File: src/rtl/div_seq.sv
// div_seq -- multi-cycle radix-2 restoring integer divider (DIV / DIVU).
//
// Computes quotient and remainder of opdata1 / opdata2. A nonzero-divisor
// operation takes WIDTH iterations plus one finishing edge. Divide-by-zero
// finishes on the edge after acceptance.
//
// Handshake: the requester raises div_start with operands and div_signed
// valid and holds them until it sees div_ready. Operands are sampled once,
// on the accepting edge in IDLE. div_result is valid exactly while
// div_ready=1. Both stay asserted while div_start stays high. Dropping
// div_start returns the unit to IDLE on the next edge, clearing both.
// div_annul (a pipeline flush) overrides everything and never yields a
// ready pulse.
//
// Ports:
//   clk         pipeline clock
//   rst         asynchronous, active-low reset
//   div_start   operation request (held until div_ready)
//   div_signed  1 = signed DIV, 0 = unsigned DIVU (sampled with div_start)
//   div_annul   abort current operation
//   opdata1     dividend (sampled with div_start)
//   opdata2     divisor  (sampled with div_start)
//   div_result  {remainder, quotient}
//   div_ready   operation complete (registered)
//   dbg_state   current FSM state (IDLE=0, DIVZERO=1, ON=2, END=3)
//
// Build option: define DIV_EARLY_OUT_EN to finish early when
// |dividend| < |divisor|. Results are identical with or without it.

module div_seq #(
  parameter int WIDTH = 32
) (
  input  logic                 clk,
  input  logic                 rst,
  input  logic                 div_start,
  input  logic                 div_signed,
  input  logic                 div_annul,
  input  logic [WIDTH-1:0]     opdata1,
  input  logic [WIDTH-1:0]     opdata2,
  output logic [2*WIDTH-1:0]   div_result,
  output logic                 div_ready,
  output logic [1:0]           dbg_state
);

  typedef enum logic [1:0] {
    S_IDLE    = 2'd0,
    S_DIVZERO = 2'd1,
    S_ON      = 2'd2,
    S_END     = 2'd3
  } state_t;

  localparam int CW = $clog2(WIDTH + 1);
  localparam logic [WIDTH-1:0] ONE   = {{(WIDTH-1){1'b0}}, 1'b1};
  localparam logic [CW-1:0]    CNT_DONE = CW'(WIDTH);

  state_t               state_q, state_d;
  logic [CW-1:0]        cnt_q, cnt_d;
  logic [WIDTH-1:0]     dvd_q, dvd_d;   // dividend bits shifting out, quotient bits shifting in
  logic [WIDTH-1:0]     dvs_q, dvs_d;   // |divisor|
  logic [WIDTH-1:0]     rem_q, rem_d;   // partial remainder
  logic [WIDTH-1:0]     op1_q, op1_d;   // original dividend, for divide-by-zero
  logic                 neg_quo_q, neg_quo_d;
  logic                 neg_rem_q, neg_rem_d;
  logic                 ready_d;
  logic [2*WIDTH-1:0]   result_d;

  logic [WIDTH-1:0]     abs1, abs2;
  logic [WIDTH:0]       trial;
  logic [WIDTH-1:0]     quo_fin, rem_fin;
  logic                 early_out;

  assign abs1 = (div_signed && opdata1[WIDTH-1]) ? (~opdata1 + ONE) : opdata1;
  assign abs2 = (div_signed && opdata2[WIDTH-1]) ? (~opdata2 + ONE) : opdata2;

  // Shift in the next dividend bit, then trial-subtract; trial[WIDTH] is the borrow.
  assign trial   = {rem_q, dvd_q[WIDTH-1]} - {1'b0, dvs_q};
  assign quo_fin = neg_quo_q ? (~dvd_q + ONE) : dvd_q;
  assign rem_fin = neg_rem_q ? (~rem_q + ONE) : rem_q;

`ifdef DIV_EARLY_OUT_EN
  assign early_out = (abs1 < abs2);
`else
  assign early_out = 1'b0;
`endif

  assign dbg_state = state_q;

  always_comb begin
    state_d   = state_q;
    cnt_d     = cnt_q;
    dvd_d     = dvd_q;
    dvs_d     = dvs_q;
    rem_d     = rem_q;
    op1_d     = op1_q;
    neg_quo_d = neg_quo_q;
    neg_rem_d = neg_rem_q;
    ready_d   = div_ready;
    result_d  = div_result;

    case (state_q)
      S_IDLE: begin
        ready_d  = 1'b0;
        result_d = '0;
        cnt_d    = '0;
        if (div_start && !div_annul) begin
          op1_d     = opdata1;
          dvd_d     = abs1;
          dvs_d     = abs2;
          rem_d     = '0;
          neg_quo_d = div_signed & (opdata1[WIDTH-1] ^ opdata2[WIDTH-1]);
          neg_rem_d = div_signed & opdata1[WIDTH-1];
          if (opdata2 == '0) begin
            state_d = S_DIVZERO;
          end else if (early_out) begin
            // Quotient is 0 and remainder is |dividend|: preload the datapath
            // as if all iterations were done, so the next edge just applies signs.
            dvd_d   = '0;
            rem_d   = abs1;
            cnt_d   = CNT_DONE;
            state_d = S_ON;
          end else begin
            state_d = S_ON;
          end
        end
      end

      S_DIVZERO: begin
        if (div_annul) begin
          state_d  = S_IDLE;
          cnt_d    = '0;
          ready_d  = 1'b0;
          result_d = '0;
        end else begin
          state_d  = S_END;
          ready_d  = 1'b1;
          result_d = {op1_q, {WIDTH{1'b1}}};
        end
      end

      S_ON: begin
        if (div_annul) begin
          state_d  = S_IDLE;
          cnt_d    = '0;
          ready_d  = 1'b0;
          result_d = '0;
        end else if (cnt_q == CNT_DONE) begin
          state_d  = S_END;
          ready_d  = 1'b1;
          result_d = {rem_fin, quo_fin};
        end else begin
          cnt_d = cnt_q + CW'(1);
          if (!trial[WIDTH]) begin
            rem_d = trial[WIDTH-1:0];
            dvd_d = {dvd_q[WIDTH-2:0], 1'b1};
          end else begin
            rem_d = {rem_q[WIDTH-2:0], dvd_q[WIDTH-1]};
            dvd_d = {dvd_q[WIDTH-2:0], 1'b0};
          end
        end
      end

      S_END: begin
        if (div_annul || !div_start) begin
          state_d  = S_IDLE;
          cnt_d    = '0;
          ready_d  = 1'b0;
          result_d = '0;
        end
      end

      default: begin
        state_d  = S_IDLE;
        cnt_d    = '0;
        ready_d  = 1'b0;
        result_d = '0;
      end
    endcase
  end

  always_ff @(posedge clk or negedge rst) begin
    if (!rst) begin
      state_q    <= S_IDLE;
      cnt_q      <= '0;
      dvd_q      <= '0;
      dvs_q      <= '0;
      rem_q      <= '0;
      op1_q      <= '0;
      neg_quo_q  <= 1'b0;
      neg_rem_q  <= 1'b0;
      div_ready  <= 1'b0;
      div_result <= '0;
    end else begin
      state_q    <= state_d;
      cnt_q      <= cnt_d;
      dvd_q      <= dvd_d;
      dvs_q      <= dvs_d;
      rem_q      <= rem_d;
      op1_q      <= op1_d;
      neg_quo_q  <= neg_quo_d;
      neg_rem_q  <= neg_rem_d;
      div_ready  <= ready_d;
      div_result <= result_d;
    end
  end

endmodule
File: config.mk
export PLATFORM = sky130hd
export DESIGN_NAME = div_seq
export DESIGN_NICKNAME = d
export VERILOG_FILES = /design/src/rtl/div_seq.sv
export SDC_FILE = /design/constraint.sdc
export NUM_CORES = 1
export LEC_CHECK = 0
export BUFFER_PORTS_ARGS = -buffer_cell sky130_fd_sc_hd__buf_2
export CORE_ASPECT_RATIO = 0.6
export CORE_MARGIN = 10
export CORE_UTILIZATION = 35
export CTS_BUF_LIST = sky130_fd_sc_hd__clkbuf_4 sky130_fd_sc_hd__clkbuf_8 sky130_fd_sc_hd__clkbuf_16
export DETAILED_ROUTE_END_ITERATION = 6
export SYNTH_ARGS = -nofsm -noshare
export SYNTH_HDL_FRONTEND = slang
export SYNTH_SLANG_ARGS = --single-unit
File: constraint.sdc
create_clock -name clk -period 3.44 [get_ports clk]
set_input_delay 0 -clock clk [delete_from_list [all_inputs] [get_ports clk]]
set_output_delay 0 -clock clk [all_outputs]
set_load 0.01 [all_outputs]
* Word-level counts from Yosys, hierarchy flattened
Cells that the tools add are included.
Cells by class: bitwise gates (word level) 7, shift-type cells 0, mux-type cells 36, equality and inequality tests 11, multiply operators 0, magnitude comparators 0, div/mod/pow operators 0, reductions and logical operators 14, add/subtract/negate cells 6
Operator list (number):
- 2-to-1 mux 32 bit | 11
- 2-to-1 mux 64 bit | 4
- one-hot mux 64 bit (4 select lines) | 1
- adder 32 x 1 -> 32 bit, second input constant | 4
- NOT 32 bit | 4
- one-hot mux 32 bit (2 select lines) | 2
- subtractor 33 x 32 -> 33 bit | 1
- logical NOT 32 bit | 1
- 2-to-1 mux 6 bit | 4
- one-hot mux 6 bit (4 select lines) | 1
- 2-to-1 mux 2 bit | 6
- != test 2 bit, second input constant | 5
- one-hot mux 2 bit (4 select lines) | 1
- adder 6 x 1 -> 6 bit, second input constant | 1
- == test 6 bit, second input constant | 1
- != test 3 bit, second input constant | 2
- AND reduction 3 bit | 2
- 2-to-1 mux 1 bit | 5
- == test 2 bit, second input constant | 2
- one-hot mux 1 bit (4 select lines) | 1
- AND reduction 2 bit | 2
- AND reduction 4 bit | 1
- logical AND 1 bit | 3
- bitwise AND 1 bit | 2
- 6 further kinds | 7
Storage, ports and cells: flip-flop bits (word level) 203, logic and storage cells 84, memories kept 0, bits in read-only memories 0, RAM bits 0, bits of input ports 69, bits in latches 0

* Logic depth before layout (Yosys ltp)
Gate-level depths: netlist of run 1.
depth in word-level cells 6, depth in mapped cells 13, mapped depth without buffers 11

* Worst setup path after synthesis of run 1
Ideal clock, no wire load.
path type register to register, start register dvd_q[31], end register rem_q[18], arrival time 3012 ps, cell stages (with the launch flop) 14, setup time 133 ps, path buffers 2, setup slack 295 ps, cells stage by stage dfrtp_1 -> inv_1 -> ha_1 -> fa_1 -> nand2b_1 -> a21oi_1 -> o21ai_1 -> a211oi_1 -> or4b_1 -> and4_1 -> clkbuf_1 -> clkbuf_1 -> mux2i_1 -> o21ai_0
On the way: cells in the longest elaborated chain, start to end 5
Ends and longest elaborated chain:
- start, declared | RTL line 58 | logic [WIDTH-1:0] dvd_q, dvd_d;
- start signal, assigned | RTL line 195 | dvd_q <= dvd_d;
- subtractor 33 x 32 -> 33 bit | RTL line 76 | assign trial = {rem_q, dvd_q[WIDTH-1]} - {1'b0, dvs_q};
- 2-to-1 mux 32 bit | RTL line 152 | if (!trial[WIDTH]) begin
- 2-to-1 mux 32 bit | RTL line 146 | end else if (cnt_q == CNT_DONE) begin
- 2-to-1 mux 32 bit | RTL line 141 | if (div_annul) begin
- one-hot mux 32 bit (2 select lines) | RTL line 100 | case (state_q)
- end signal, assigned | RTL line 197 | rem_q <= rem_d;
- end, declared | RTL line 60 | logic [WIDTH-1:0] rem_q, rem_d;
No other way between the ends. The select of a mux whose other input is x is not followed. A chain may end at the register's enable or synchronous reset.

* Worst setup path in the final report of run 1
start register dvd_q[31], end register rem_q[26]
The elaborated chain is that of the path after synthesis.

==> implementation parameters, run 1 <==
Parameter                              Value

Floorplan
  Die Outline Area ... 0.0455 sq mm
  Chip height ... between 150 and 200 um
  Boundary pin count ... 136
  Area of the placeable core ... approximately 0.036 sq mm
  Effective utilization at floorplan ... 0.357
  Std cell rows ... 54
  Die span in x ... between 200 and 300 um

Logic synthesis
  Number of unique standard cell types used by synthesis ... 66
  Share of the synthesized area in the top cell type ... 0.390
  Most used flip-flop cell after synthesis ... sky130_fd_sc_hd__dfrtp_1
  Synth warn ... 0
  Gate count after technology mapping ... roughly 1500
  Cell type contributing the most total cell area after synthesis ... sky130_fd_sc_hd__dfrtp_1
  Number of enable flip-flop cells after synthesis ... 0
  Synthesized flop and latch total ... approximately 200
  Mean area per synthesized cell ... about 8.6 sq um
  Async set-or-reset flop fraction in the synthesized netlist ... 1.00
  Synthesized area ... between 0.01 and 0.015 sq mm
  Sequential area share after synthesis ... 0.390
  Leading post-synthesis cells by cell area ... sky130_fd_sc_hd__dfrtp_1 39%, sky130_fd_sc_hd__o21ai_0 7.1%, sky130_fd_sc_hd__xnor2_1 6.2%
  Syn nets ... ~1600

Clock tree
  Number of buffers on the longest clock path ... 3
  Clock slew at the register clock pins of the worst setup and hold paths ... roughly 0.070 ns
  TritonCTS Buffers ... 22
  Clock tree root driver cell ... sky130_fd_sc_hd__clkbuf_16
  Buffers inserted by post-CTS timing repair ... 0
  Level count of the clock H-tree ... 1
  TritonCTS clock tree ... yes
  Clock latency of the later-clocked register in the worst-skew pair ... ~0.53 ns
  Clock tree sinks ... just over 200

Route
  DRC Markers ... 0
  Antenna violation net count after detailed routing ... 0
  Wire length after detailed routing ... 41600 um
  Per-cell routed wire length ... ~19 um
  Length of the first detailed-routing pass in iterations ... 5
  Number of design-rule violations left by the first detailed-router iteration ... ~1000
  Number of vias in the routed layout ... between 10000 and 15000
  Via/cell ratio ... between 5 and 6

Placed design
  Weighted congestion reported at the end of routability-driven placement ... around 0.85
  Post-place instance area ... 0.0144 sq mm
  Dpl hpwl ... 31700 um
  Number of buffer cells added on primary ports ... around 140
  Cell count after placement ... approximately 2100

Power and ir drop
  Areal power density over the cells ... around 900 mW/mm^2
  Net switching power of the design ... between 6000 and 7000 uW
  Final total power ... ~14000 uW
  Share of total power in sequential cells ... 0.294
  Power share of the combinational group ... 0.529
  Internal Dissipation ... roughly 8000 uW
  Switching share of total power ... 0.453
  Reported leakage power ... around 0.0071 uW
  IR Drop Worst-Case VDD ... roughly 0.38 mV
  Proportion of power drawn by the clock network ... 0.176

Critical path
  CP max stage delay ... 0.46 ns
  Cells along the critical path ... inv_1 -> ha_1 -> fa_1 -> nand2b_1 -> a21oi_1 -> o21ai_1 -> buf_4 -> a2111oi_0 -> buf_4 -> o311ai_0 -> nand3_1 -> a21oi_1 -> a221o_1
  Slowest stage cell on the critical path ... sky130_fd_sc_hd__a2111oi_0
  Crit path arrival time ... between 3 and 4 ns
  Classification of the worst setup path ... reg -> reg
  Worst setup SP type ... flop
  Required arrival time at the worst endpoint ... 3.85 ns
  Worst-path fanout max ... 5
  Element type at the critical path end ... flop

Job
  Number of maximum-capacitance constraint violations ... 0

Timing
  Post-route clock skew ... about 0.0099 ns
  Timing-limited maximum frequency ... between 0.3 and 0.4 GHz
  Slew Limit Fails ... 0
  Number of failing hold endpoints at the final stage ... 0
  Worst Max-Slew Pin Slew ... around 1.1 ns
  Slew headroom ... 0.247
  Total Neg Setup Slack ... 0 ns
  Time the worst path needs with I/O delays and setup ... 3.21 ns
  Portion of the clock cycle consumed by the worst path in the final layout ... 0.932
  Setup repair after global routing missed its margin ... no
  Total of endpoints with negative setup slack in the final report ... 0

GRT
  Gr ovfl total ... 0
  Number of antenna violations at the first check in global routing ... 2
  First-pass GRT wire length ... approximately 66000 um
  Maximum number of pins on one net before global-route repair ... 75
  Total global routing track utilization ... 0.180
  Number of global-route vias before repair ... roughly 12000

Cells and area
  Most frequent cells in the layout ... 203 x sky130_fd_sc_hd__dfrtp_1, 198 x sky130_fd_sc_hd__nand2_1, 185 x sky130_fd_sc_hd__o21ai_0
  Layout Cells excl Fill ... approximately 2200
  Layout overhead on the synthesized area ... 23.2%
  Net count of the finished layout ... between 1500 and 2000
  Most common cell after layout, fill and taps aside ... sky130_fd_sc_hd__dfrtp_1
  Final instance area ... between 0.015 and 0.02 sq mm
  Fraction of layout instances using a drive strength above 1 ... 0.161
  Core Util, Final ... 0.439

Run status
  Outcome ... complete, no violations

Worst hold path
  Type of the most critical hold path ... in -> async
per-stage QoR:
step / setup slack (ns) / hold WS [ns]
after detailed placement: 0.256 / 0.0869
after global routing: 0.0129 / 0.121
after CTS: 0.174 / 0.0958
after global placement: 0.282 / 0.0811
after floorplan: 0.295 / -0.296
final: 0.233 / 0.0727
logic make-up (layout without fill, tap and decap cells):
logic type      Yosys count  count (layout)  share of synthesized area
fa+ha+maj                44              44                     0.0429
mux                      56              56                     0.0461
other cells               0               2                          0
buf+inv                 135             360                     0.0391
simple gates            457             457                      0.165
compound gates          481             481                      0.223
flops                   203             203                      0.390
xor+xnor                138             138                     0.0929
layout make-up:
type | count | area [sq um]
Clock buffer | 28 | 632
Timing Repair Buffer | 269 | 1920
Antenna cell | 2 | 5.00
Sequential cell | 203 | 5080
Tap cell | 476 | 596
Clock inverter | 12 | 129
Multi-Input combinational cell | 1176 | 7480
Inverter | 51 | 191
Fill cell | 3619 | 20500
critical path: cells and delay by family (launching register included):
kind                     cells  cell delay (ns)
AND/OR/NAND/NOR              2             0.34
AO/OA/AOI/OAI                6             1.29
flip-flops                   1             0.36
buffers and inverters        3             0.46
adder cells (fa/ha/maj)      2             0.63
cells in the mapped netlist (3+ instances only):
cell type / number
sky130_fd_sc_hd__a31oi_1: 6
sky130_fd_sc_hd__o211ai_1: 3
sky130_fd_sc_hd__nor2_1: 91
sky130_fd_sc_hd__xnor2_1: 92
sky130_fd_sc_hd__o21a_1: 5
sky130_fd_sc_hd__nor3_1: 22
sky130_fd_sc_hd__a32oi_1: 10
sky130_fd_sc_hd__o31ai_1: 38
sky130_fd_sc_hd__nor2b_1: 12
sky130_fd_sc_hd__dfrtp_1: 203
sky130_fd_sc_hd__a311oi_1: 3
sky130_fd_sc_hd__or4_1: 13
sky130_fd_sc_hd__nor4_1: 11
sky130_fd_sc_hd__o21bai_1: 3
sky130_fd_sc_hd__a21o_1: 11
sky130_fd_sc_hd__or4_4: 3
sky130_fd_sc_hd__clkbuf_1: 70
sky130_fd_sc_hd__a22o_1: 4
sky130_fd_sc_hd__a21oi_1: 121
sky130_fd_sc_hd__nand3b_1: 7
sky130_fd_sc_hd__a221oi_1: 8
sky130_fd_sc_hd__a22oi_1: 22
sky130_fd_sc_hd__and2_1: 5
sky130_fd_sc_hd__buf_1: 12
sky130_fd_sc_hd__or3_1: 21
sky130_fd_sc_hd__and3_1: 12
sky130_fd_sc_hd__a221o_1: 5
sky130_fd_sc_hd__inv_1: 51
sky130_fd_sc_hd__nand4_1: 7
sky130_fd_sc_hd__o21ai_1: 15
sky130_fd_sc_hd__mux2_2: 31
sky130_fd_sc_hd__a2111oi_0: 3
sky130_fd_sc_hd__a211oi_1: 5
sky130_fd_sc_hd__nand2b_1: 18
sky130_fd_sc_hd__nand3_1: 25
sky130_fd_sc_hd__nand2_1: 198
sky130_fd_sc_hd__mux2i_1: 25
sky130_fd_sc_hd__o21ai_0: 185
sky130_fd_sc_hd__o2111ai_1: 4
sky130_fd_sc_hd__ha_1: 43
sky130_fd_sc_hd__xor2_1: 46
sky130_fd_sc_hd__o311ai_0: 3
sky130_fd_sc_hd__o41ai_1: 11
final timing paths:
| path | from | end | slack (ns) | cells past startpoint |
|---|---|---|---|---|
| max | dvd_q[31]$_DFFE_PN0P_ | rem_q[26]$_DFFE_PN0P_ | 0.23 | 13 |
| min | rst | rem_q[30]$_DFFE_PN0P_ | 0.07 | 2 |
| max reg2reg | dvd_q[31]$_DFFE_PN0P_ | rem_q[26]$_DFFE_PN0P_ | 0.23 | 13 |
| min reg2reg | div_result[34]$_DFFE_PN0P_ | div_result[34]$_DFFE_PN0P_ | 0.47 | 2 |
| max in group asynchronous | rst | div_result[8]$_DFFE_PN0P_ | 2.44 | 3 |
| min in group clk | opdata1[7] | op1_q[7]$_DFFE_PN0P_ | 0.32 | 3 |
timing repair:
action | 4_1_cts | 5_1_grt
endpoints found under the setup margin | 0 | 5
endpoints found under the hold margin | 163 | 0
gates resized for setup | 0 | 4
hold buffers | 80 | 0
registers in the layout, indices dropped and copies added, names as in the netlist:
register and flops:
dvs_q 32, rem_q 32, neg_quo_q 1, op1_q 32
neg_rem_q 1, dvd_q 32, dbg_state 2, div_result 64
cnt_q 6, div_ready 1
power by group through the flow:
stage | logic (uW) | clock network [uW] | registers, uW
finish | 7610 | 2530 | 4230
global route | 8470 | 2680 | 4370
CTS | 7580 | 2580 | 4220
detailed placement | 7450 | 0 | 4260
global placement | 7380 | 0 | 4220
floorplan | 5230 | 0 | 4070
layer usage:
metal,wire length [um],GRT usage,up-vias
met2,17500,0.260,278
met3,2520,0.0302,29
li1,-,-,5864
met5,0,0,-
met1,21100,0.278,5914
met4,498,0.0260,0
No activity file was read; power rests on OpenSTA's default activity.
==> run 2, diff against run 1 <==
--- a/config.mk
+++ b/config.mk
@@ -5,6 +5,7 @@
 export SDC_FILE = /design/constraint.sdc
 export NUM_CORES = 1
 export LEC_CHECK = 0
+export ABC_AREA = 1
 export BUFFER_PORTS_ARGS = -buffer_cell sky130_fd_sc_hd__buf_2
 export CORE_ASPECT_RATIO = 0.6
 export CORE_MARGIN = 10
==> run 2 against run 1 <==
Wire length increased by 40%; via count increased by 35%; area after synthesis increased by 16%; clock power increased by 12%; utilization decreased by 1.3 points; die area increased by 15%; critical path type is now in -> reg; clock skew increased by 0.021 ns; final cell count increased by 42%; highest routed layer is now met5; register-to-register slack improved by 0.28 ns; worst hold slack improved by 0.015 ns.
==> implementation parameters, run 2 <==
Parameter                              Value

Run status
  Outcome ... complete, no violations

Placed design
  Dpl hpwl ... between 40000 and 50000 um
  Weighted congestion reported at the end of routability-driven placement ... a little under 1
  Number of buffer cells added on primary ports ... 135

Power and ir drop
  Reported leakage power ... 0.00978 uW
  Areal power density over the cells ... roughly 900 mW/mm^2
  IR Drop Worst-Case VDD ... 0.611 mV

Floorplan
  Boundary pin count ... around 140
  Std cell rows ... 58
  Die span in x ... just under 300 um
  Area of the placeable core ... 0.0423 sq mm
  Die Outline Area ... around 0.052 sq mm
  Chip height ... 181 um
  Effective utilization at floorplan ... 0.358

Timing
  Setup repair after global routing missed its margin ... no
  Slew headroom ... 0.264
  Number of failing hold endpoints at the final stage ... 0
  Total Neg Setup Slack ... 0 ns
  Worst Max-Slew Pin Slew ... between 1 and 1.5 ns
  Post-route clock skew ... ~0.031 ns
  Timing-limited maximum frequency ... 0.332 GHz
  Time the worst path needs with I/O delays and setup ... 3.01 ns
  Total of endpoints with negative setup slack in the final report ... 0
  Slew Limit Fails ... 0
  Portion of the clock cycle consumed by the worst path in the final layout ... 0.875

Cells and area
  Net count of the finished layout ... around 2700
  Most common cell after layout, fill and taps aside ... sky130_fd_sc_hd__nand2_1
  Most frequent cells in the layout ... 827 x sky130_fd_sc_hd__nand2_1, 321 x sky130_fd_sc_hd__inv_1, 229 x sky130_fd_sc_hd__nand3_1
  Fraction of layout instances using a drive strength above 1 ... 0.0962
  Core Util, Final ... 0.426
  Number of flip-flops under the largest register name ... 64
  Reg with most FFs ... div_result
  Layout overhead on the synthesized area ... 19.1%
  Diode insertion count for antenna repair ... 0

Logic synthesis
  Mean area per synthesized cell ... 6.36 sq um
  Compound-Gate Fraction of Synth Area ... 0.129
  Adder-cell share of the synthesized area ... 0.0368
  Gate count after technology mapping ... about 2400
  Synth warn ... 0
  Number of enable flip-flop cells after synthesis ... 0
  Synthesized area ... between 0.015 and 0.02 sq mm
  Leading post-synthesis cells by cell area ... sky130_fd_sc_hd__dfrtp_1 34%, sky130_fd_sc_hd__nand2_1 21%, sky130_fd_sc_hd__inv_1 8.0%
  Cell type contributing the most total cell area after synthesis ... sky130_fd_sc_hd__dfrtp_1
  Multiplexer share of the synthesized area ... 0
  Dominant cell by count in the synthesized netlist ... sky130_fd_sc_hd__nand2_1
  Combinational family with the most area after synthesis ... simple AND/OR/NAND/NOR gates
  Synthesized flop and latch total ... a little over 200
  Number of unique standard cell types used by synthesis ... 50
  Async set-or-reset flop fraction in the synthesized netlist ... 1.00
  Share of the synthesized netlist area taken by xor and xnor gates ... 0.0226
  Most used flip-flop cell after synthesis ... sky130_fd_sc_hd__dfrtp_1
  Sequential area share after synthesis ... 0.335
  Simple-Gate Fraction of Synth Area ... 0.370
  Share of the synthesized area in the top cell type ... 0.335
  Post-synth top cells ... 828 x sky130_fd_sc_hd__nand2_1, 322 x sky130_fd_sc_hd__inv_1, 229 x sky130_fd_sc_hd__nand3_1
  Syn nets ... around 2500

Route
  Wire length after detailed routing ... 58200 um
  Number of design-rule violations left by the first detailed-router iteration ... between 1500 and 2000
  Via/cell ratio ... ~5.2
  Antenna violation net count after detailed routing ... 0
  DRC Markers ... 0
  Length of the first detailed-routing pass in iterations ... 6
  Number of vias in the routed layout ... 16300
  Per-cell routed wire length ... roughly 18 um

Critical path
  Endpoint of the most critical register-to-register path ... rem_q[0]$_DFFE_PN0P_
  Launch instance of the worst register-to-register path ... dvd_q[31]$_DFFE_PN0P_
  Endpoint of the most critical setup path ... dvs_q[30]$_DFFE_PN0P_
  Classification of the worst setup path ... in -> reg
  Required arrival time at the worst endpoint ... ~3.9 ns
  Element type at the critical path end ... flop
  Beginning of the critical path ... opdata2[0]
  Worst setup SP type ... input port
  Crit path arrival time ... 3.50 ns
  Depth of the most critical reg-to-reg path ... 17
  Slack of the worst reg-to-reg path ... roughly 0.51 ns
  Worst-path fanout max ... 5

Clock tree
  Clock tree sinks ... 203
  TritonCTS clock tree ... yes
  Number of buffers on the longest clock path ... 3
  Clock latency of the later-clocked register in the worst-skew pair ... between 0.5 and 0.6 ns
  Clock tree root driver cell ... sky130_fd_sc_hd__clkbuf_16
  Clock slew at the register clock pins of the worst setup and hold paths ... approximately 0.060 ns
  Level count of the clock H-tree ... 1
  Buffers inserted by post-CTS timing repair ... 0
  TritonCTS Buffers ... 24

GRT
  Maximum number of pins on one net before global-route repair ... roughly 100
  Number of antenna violations at the first check in global routing ... 1
  Number of global-route vias before repair ... 15400
  Total global routing track utilization ... 0.219
  First-pass GRT wire length ... 90700 um
  Gr ovfl total ... 0

Worst hold path
  Beginning of the worst hold path ... div_start
  Type of the most critical hold path ... in -> reg

Job
  Number of maximum-capacitance constraint violations ... 0
==> run 2: cell count changes in the layout (fill, tap and decap cells not counted), moves of 18 or more <==
cell	previous run	this run
sky130_fd_sc_hd__buf_4	52	17
sky130_fd_sc_hd__inv_1	51	321
sky130_fd_sc_hd__mux2_2	31	0
sky130_fd_sc_hd__mux2i_1	25	0
sky130_fd_sc_hd__nand2_1	198	827
sky130_fd_sc_hd__nand2b_1	18	0
sky130_fd_sc_hd__nand3_1	25	229
sky130_fd_sc_hd__nand4_1	7	32
sky130_fd_sc_hd__nor2_1	90	167
sky130_fd_sc_hd__o21ai_0	185	158
sky130_fd_sc_hd__o31ai_1	38	5
sky130_fd_sc_hd__or3_1	21	0
sky130_fd_sc_hd__xnor2_1	92	17
sky130_fd_sc_hd__xor2_1	46	22
==> run 2: final cells by class <==
type	instances	area (sq um)
fillers	4563	24300
multi-input cells	1768	8470
flip-flops and latches	203	5080
repair buffers	234	1670
inverters	329	1230
well taps	570	713
clock buffers	31	689
clock inverters	12	173
==> run 2: how the worst min path moves through the flow <==
stage | end | slack (ns) | depth (start not counted)
5_1_grt | dbg_state[1]$_DFFE_PN0P_ | 0.14 | 6
4_1_cts | dbg_state[0]$_DFFE_PN0P_ | 0.07 | 7
6_report | dbg_state[0]$_DFFE_PN0P_ | 0.09 | 7
2_1_floorplan | cnt_q[0]$_DFFE_PN0P_ | -0.30 | 0
3_3_place_gp | div_result[44]$_DFFE_PN0P_ | 0.16 | 1
3_5_place_dp | rem_q[0]$_DFFE_PN0P_ | 0.17 | 1
==> run 2: cells by family (layout without fill, tap and decap cells) <==
kind of cell,count (synthesis),after routing
adders and majority gates,44,44
buffers and inverters,412,606
DFF,203,203
xor gates and xnor gates,39,39
and+or+nand+nor,1332,1332
AOI/OAI and AO/OA,353,353
==> run 2: per-stage QoR <==
stage,area (sq um),total power [uW],setup slack (ns),cells,hold WS (ns)
global placement,16400,13500,0.588,3026,0.156
CTS,18000,16500,0.473,3147,0.0724
detailed placement,16400,13500,0.574,3026,0.168
global route,18000,18100,0.180,3147,0.144
floorplan,15100,10500,1.24,2383,-0.296
finish,18000,16700,0.430,3147,0.0881
==> run 2: worst max-delay path: stages <==
cell and delay, ns:
sky130_fd_sc_hd__dlygate4sd3_1 0.53, sky130_fd_sc_hd__buf_2 0.13, sky130_fd_sc_hd__inv_1 0.25, sky130_fd_sc_hd__ha_1 0.25
sky130_fd_sc_hd__nand4_1 0.15, sky130_fd_sc_hd__nor2_2 0.25, sky130_fd_sc_hd__nand2_1 0.14, sky130_fd_sc_hd__o21ai_2 0.23
sky130_fd_sc_hd__nand2_1 0.10, sky130_fd_sc_hd__inv_1 0.12, sky130_fd_sc_hd__nand2_1 0.06, sky130_fd_sc_hd__nand2_1 0.05
sky130_fd_sc_hd__dlygate4sd3_1 0.54, sky130_fd_sc_hd__nand3_1 0.07, sky130_fd_sc_hd__dlygate4sd3_1 0.57, sky130_fd_sc_hd__nand2_1 0.05
==> run 2: what timing repair did <==
item,CTS,global route
resized for setup,0,0
hold buffers,78,0
endpoints found under the hold margin,192,0
==> run 2: power by group <==
part	switching, uW	internal, uW	leakage (uW)
Combinational	6720	2950	0.00671
Clock	1120	1720	0.000425
Sequential	806	3350	0.00264
Total	8640	8020	0.00978
==> run 2: layer usage <==
layer / wire (um) / vias up / track usage
li1: - / 7954 / -
met1: 30500 / 7663 / 0.355
met2: 21100 / 630 / 0.279
met3: 5790 / 49 / 0.0545
met4: 727 / 2 / 0.0314
met5: 13 / - / 0
==> run 3, diff against run 2 <==
--- a/config.mk
+++ b/config.mk
@@ -12,6 +12,7 @@
 export CORE_UTILIZATION = 35
 export CTS_BUF_LIST = sky130_fd_sc_hd__clkbuf_4 sky130_fd_sc_hd__clkbuf_8 sky130_fd_sc_hd__clkbuf_16
 export DETAILED_ROUTE_END_ITERATION = 6
+export HOLD_SLACK_MARGIN = 0.12
 export SYNTH_ARGS = -nofsm -noshare
 export SYNTH_HDL_FRONTEND = slang
 export SYNTH_SLANG_ARGS = --single-unit
==> run 3 against run 2 <==
Sequential share of layout area shrank 0.29 points; critical endpoint is now dvs_q[28]$_DFFE_PN0P_; critical path depth down 1; final cell count up 0.60%; setup slack got worse by 0.028 ns; sequential power barely moved.
==> implementation parameters, run 3 (same netlist as run 2, synthesis figures left out) <==
Parameter                              Value

Run status
  Outcome ... complete, no violations

GRT
  Number of global-route vias before repair ... 15500
  First-pass GRT wire length ... between 90000 and 100000 um
  Maximum number of pins on one net before global-route repair ... a little over 100
  Total global routing track utilization ... 0.219
  Gr ovfl total ... 0
  Number of antenna violations at the first check in global routing ... 1

Placed design
  Post-placement worst setup slack ... 0.574 ns
  Weighted congestion reported at the end of routability-driven placement ... 0.969
  Number of buffer cells added on primary ports ... 135
  Dpl hpwl ... 45700 um
  Cell count after placement ... between 3000 and 4000

Clock tree
  Clock slew at the register clock pins of the worst setup and hold paths ... about 0.06 ns
  TritonCTS Buffers ... 24
  Buffers inserted by post-CTS timing repair ... 0
  Clock tree root driver cell ... sky130_fd_sc_hd__clkbuf_16
  Clock tree sinks ... between 200 and 250
  Clock latency of the later-clocked register in the worst-skew pair ... approximately 0.55 ns
  Number of buffers on the longest clock path ... 3
  TritonCTS clock tree ... yes
  Level count of the clock H-tree ... 1

Critical path
  Classification of the worst setup path ... in -> reg
  Cells along the critical path ... dlygate4sd3_1 -> buf_2 -> inv_1 -> ha_1 -> nand4_1 -> nor2_2 -> nand3_1 -> or2_1 -> nand2_1 -> nand2_1 -> nand2_1 -> dlygate4sd3_1 -> nand3_1 -> dlygate4sd3_1 -> o21ai_0
  Depth of the most critical reg-to-reg path ... 16
  Crit path arrival time ... 3.50 ns
  Worst-path fanout max ... 5
  Slack of the worst reg-to-reg path ... approximately 0.52 ns
  Endpoint of the most critical register-to-register path ... rem_q[29]$_DFFE_PN0P_
  Slowest stage cell on the critical path ... sky130_fd_sc_hd__dlygate4sd3_1
  CP max stage delay ... 0.58 ns
  Launch instance of the worst register-to-register path ... dvd_q[31]$_DFFE_PN0P_
  Element type at the critical path end ... flop
  Crit path buffers/inverters ... 5
  CP delay by family, top ... buffers and inverters
  Worst setup SP type ... input port
  Required arrival time at the worst endpoint ... between 3 and 4 ns

Timing
  Number of failing hold endpoints at the final stage ... 0
  Timing-limited maximum frequency ... roughly 0.33 GHz
  Slew Limit Fails ... 0
  Total Neg Setup Slack ... 0 ns
  Time the worst path needs with I/O delays and setup ... 3.04 ns
  Setup repair after global routing missed its margin ... no
  Setup slack after layout ... 0.403 ns
  Total of endpoints with negative setup slack in the final report ... 0
  Worst Max-Slew Pin Slew ... between 1 and 1.5 ns
  Post-route clock skew ... approximately 0.030 ns
  Slew headroom ... 0.264
  Portion of the clock cycle consumed by the worst path in the final layout ... 0.883

Cells and area
  Most common cell after layout, fill and taps aside ... sky130_fd_sc_hd__nand2_1
  Number of flip-flops under the largest register name ... 64
  Fraction of layout instances using a drive strength above 1 ... 0.0955
  Layout Cells excl Fill ... 3166
  Diode insertion count for antenna repair ... 0
  Net count of the finished layout ... ~2700
  Most frequent cells in the layout ... 827 x sky130_fd_sc_hd__nand2_1, 321 x sky130_fd_sc_hd__inv_1, 229 x sky130_fd_sc_hd__nand3_1
  Layout overhead on the synthesized area ... 20.3%
  Reg with most FFs ... div_result

Route
  Number of design-rule violations left by the first detailed-router iteration ... 1774
  Number of vias in the routed layout ... 16400
  Length of the first detailed-routing pass in iterations ... 6
  DRC Markers ... 0
  Antenna violation net count after detailed routing ... 0
  Wire length after detailed routing ... just under 60000 um
  Per-cell routed wire length ... around 18 um
  Via/cell ratio ... 5.18

Floorplan
  Chip height ... 181 um
  Effective utilization at floorplan ... 0.358
  Area of the placeable core ... between 0.04 and 0.05 sq mm
  Die Outline Area ... 0.0523 sq mm
  Boundary pin count ... between 100 and 150
  Std cell rows ... just under 60
  Die span in x ... 289 um

Power and ir drop
  Reported leakage power ... slightly below 0.01 uW
  Areal power density over the cells ... 915 mW/mm^2
  IR Drop Worst-Case VDD ... 0.617 mV

Worst hold path
  Type of the most critical hold path ... in -> async

Job
  Number of maximum-capacitance constraint violations ... 0
## run 3: cell count changes in the layout (fill, tap and decap cells not counted)
cell                            delta
sky130_fd_sc_hd__dlygate4sd3_1    +19
## run 3: worst reg2reg max path, cell delays in order, from the launching register on
cell and delay, ns:
sky130_fd_sc_hd__dfrtp_1 0.44, sky130_fd_sc_hd__inv_1 0.18, sky130_fd_sc_hd__ha_1 0.27, sky130_fd_sc_hd__fa_1 0.41
sky130_fd_sc_hd__inv_1 0.10, sky130_fd_sc_hd__nand2_1 0.05, sky130_fd_sc_hd__nand2_1 0.08, sky130_fd_sc_hd__nand3_1 0.11
sky130_fd_sc_hd__nand2_2 0.16, sky130_fd_sc_hd__nand2_2 0.07, sky130_fd_sc_hd__nand2_2 0.10, sky130_fd_sc_hd__nand2_4 0.08
sky130_fd_sc_hd__nand3_4 0.28, sky130_fd_sc_hd__nand2_8 0.21, sky130_fd_sc_hd__nand2_1 0.16, sky130_fd_sc_hd__nand3_1 0.08
sky130_fd_sc_hd__nand2_1 0.07
## run 3: repair_timing
action | CTS | global route
endpoints found under the hold margin | 201 | 0
resized for setup | 0 | 0
hold buffers | 97 | 0
## run 3: where the power goes
group / switching [uW] / internal, uW / leakage [uW] / total [uW]
Clock: 1120 / 1720 / 0.000425 / 2840
Sequential: 807 / 3350 / 0.00264 / 4150
Combinational: 6720 / 2980 / 0.00677 / 9690
## run 3: metal layers
| metal | part of all wire | global-route usage |
|---|---|---|
| met1 | 0.52 | 0.355 |
| met3 | 0.10 | 0.0546 |
| met4 | 0.012 | 0.0314 |
| met2 | 0.36 | 0.281 |
| met5 | 0.00022 | 0 |
## run 3: worst max path at each step
stage | slack (ns) | from | cells past startpoint | to
finish | 0.40 | opdata2[0] | 15 | dvs_q[28]$_DFFE_PN0P_
global placement | 0.59 | dvd_q[31]$_DFFE_PN0P_ | 16 | rem_q[28]$_DFFE_PN0P_
detailed placement | 0.57 | dvd_q[31]$_DFFE_PN0P_ | 16 | rem_q[27]$_DFFE_PN0P_
CTS | 0.47 | opdata2[0] | 16 | dvs_q[30]$_DFFE_PN0P_
floorplan | 1.24 | dvd_q[31]$_DFFE_PN0P_ | 18 | rem_q[22]$_DFFE_PN0P_
global route | 0.17 | opdata2[0] | 15 | dvs_q[28]$_DFFE_PN0P_
## run 3: cell type report
class,count,area [sq um]
Fill cell,4542,24100
Multi-Input combinational cell,1768,8470
Sequential cell,203,5080
Timing Repair Buffer,253,1860
Inverter,329,1230
Tap cell,570,713
Clock buffer,31,689
Clock inverter,12,173
## run 3: per-stage QoR
step | total power, uW | hold slack (ns) | util | cell area (sq um)
3_5_place_dp | 13500 | 0.168 | 0.387 | 16400
3_3_place_gp | 13500 | 0.156 | 0.387 | 16400
2_1_floorplan | 10500 | -0.296 | - | 15100
4_1_cts | 16500 | 0.181 | 0.431 | 18200
6_report | 16700 | 0.119 | 0.431 | 18200
5_1_grt | 18100 | 0.209 | 0.431 | 18200
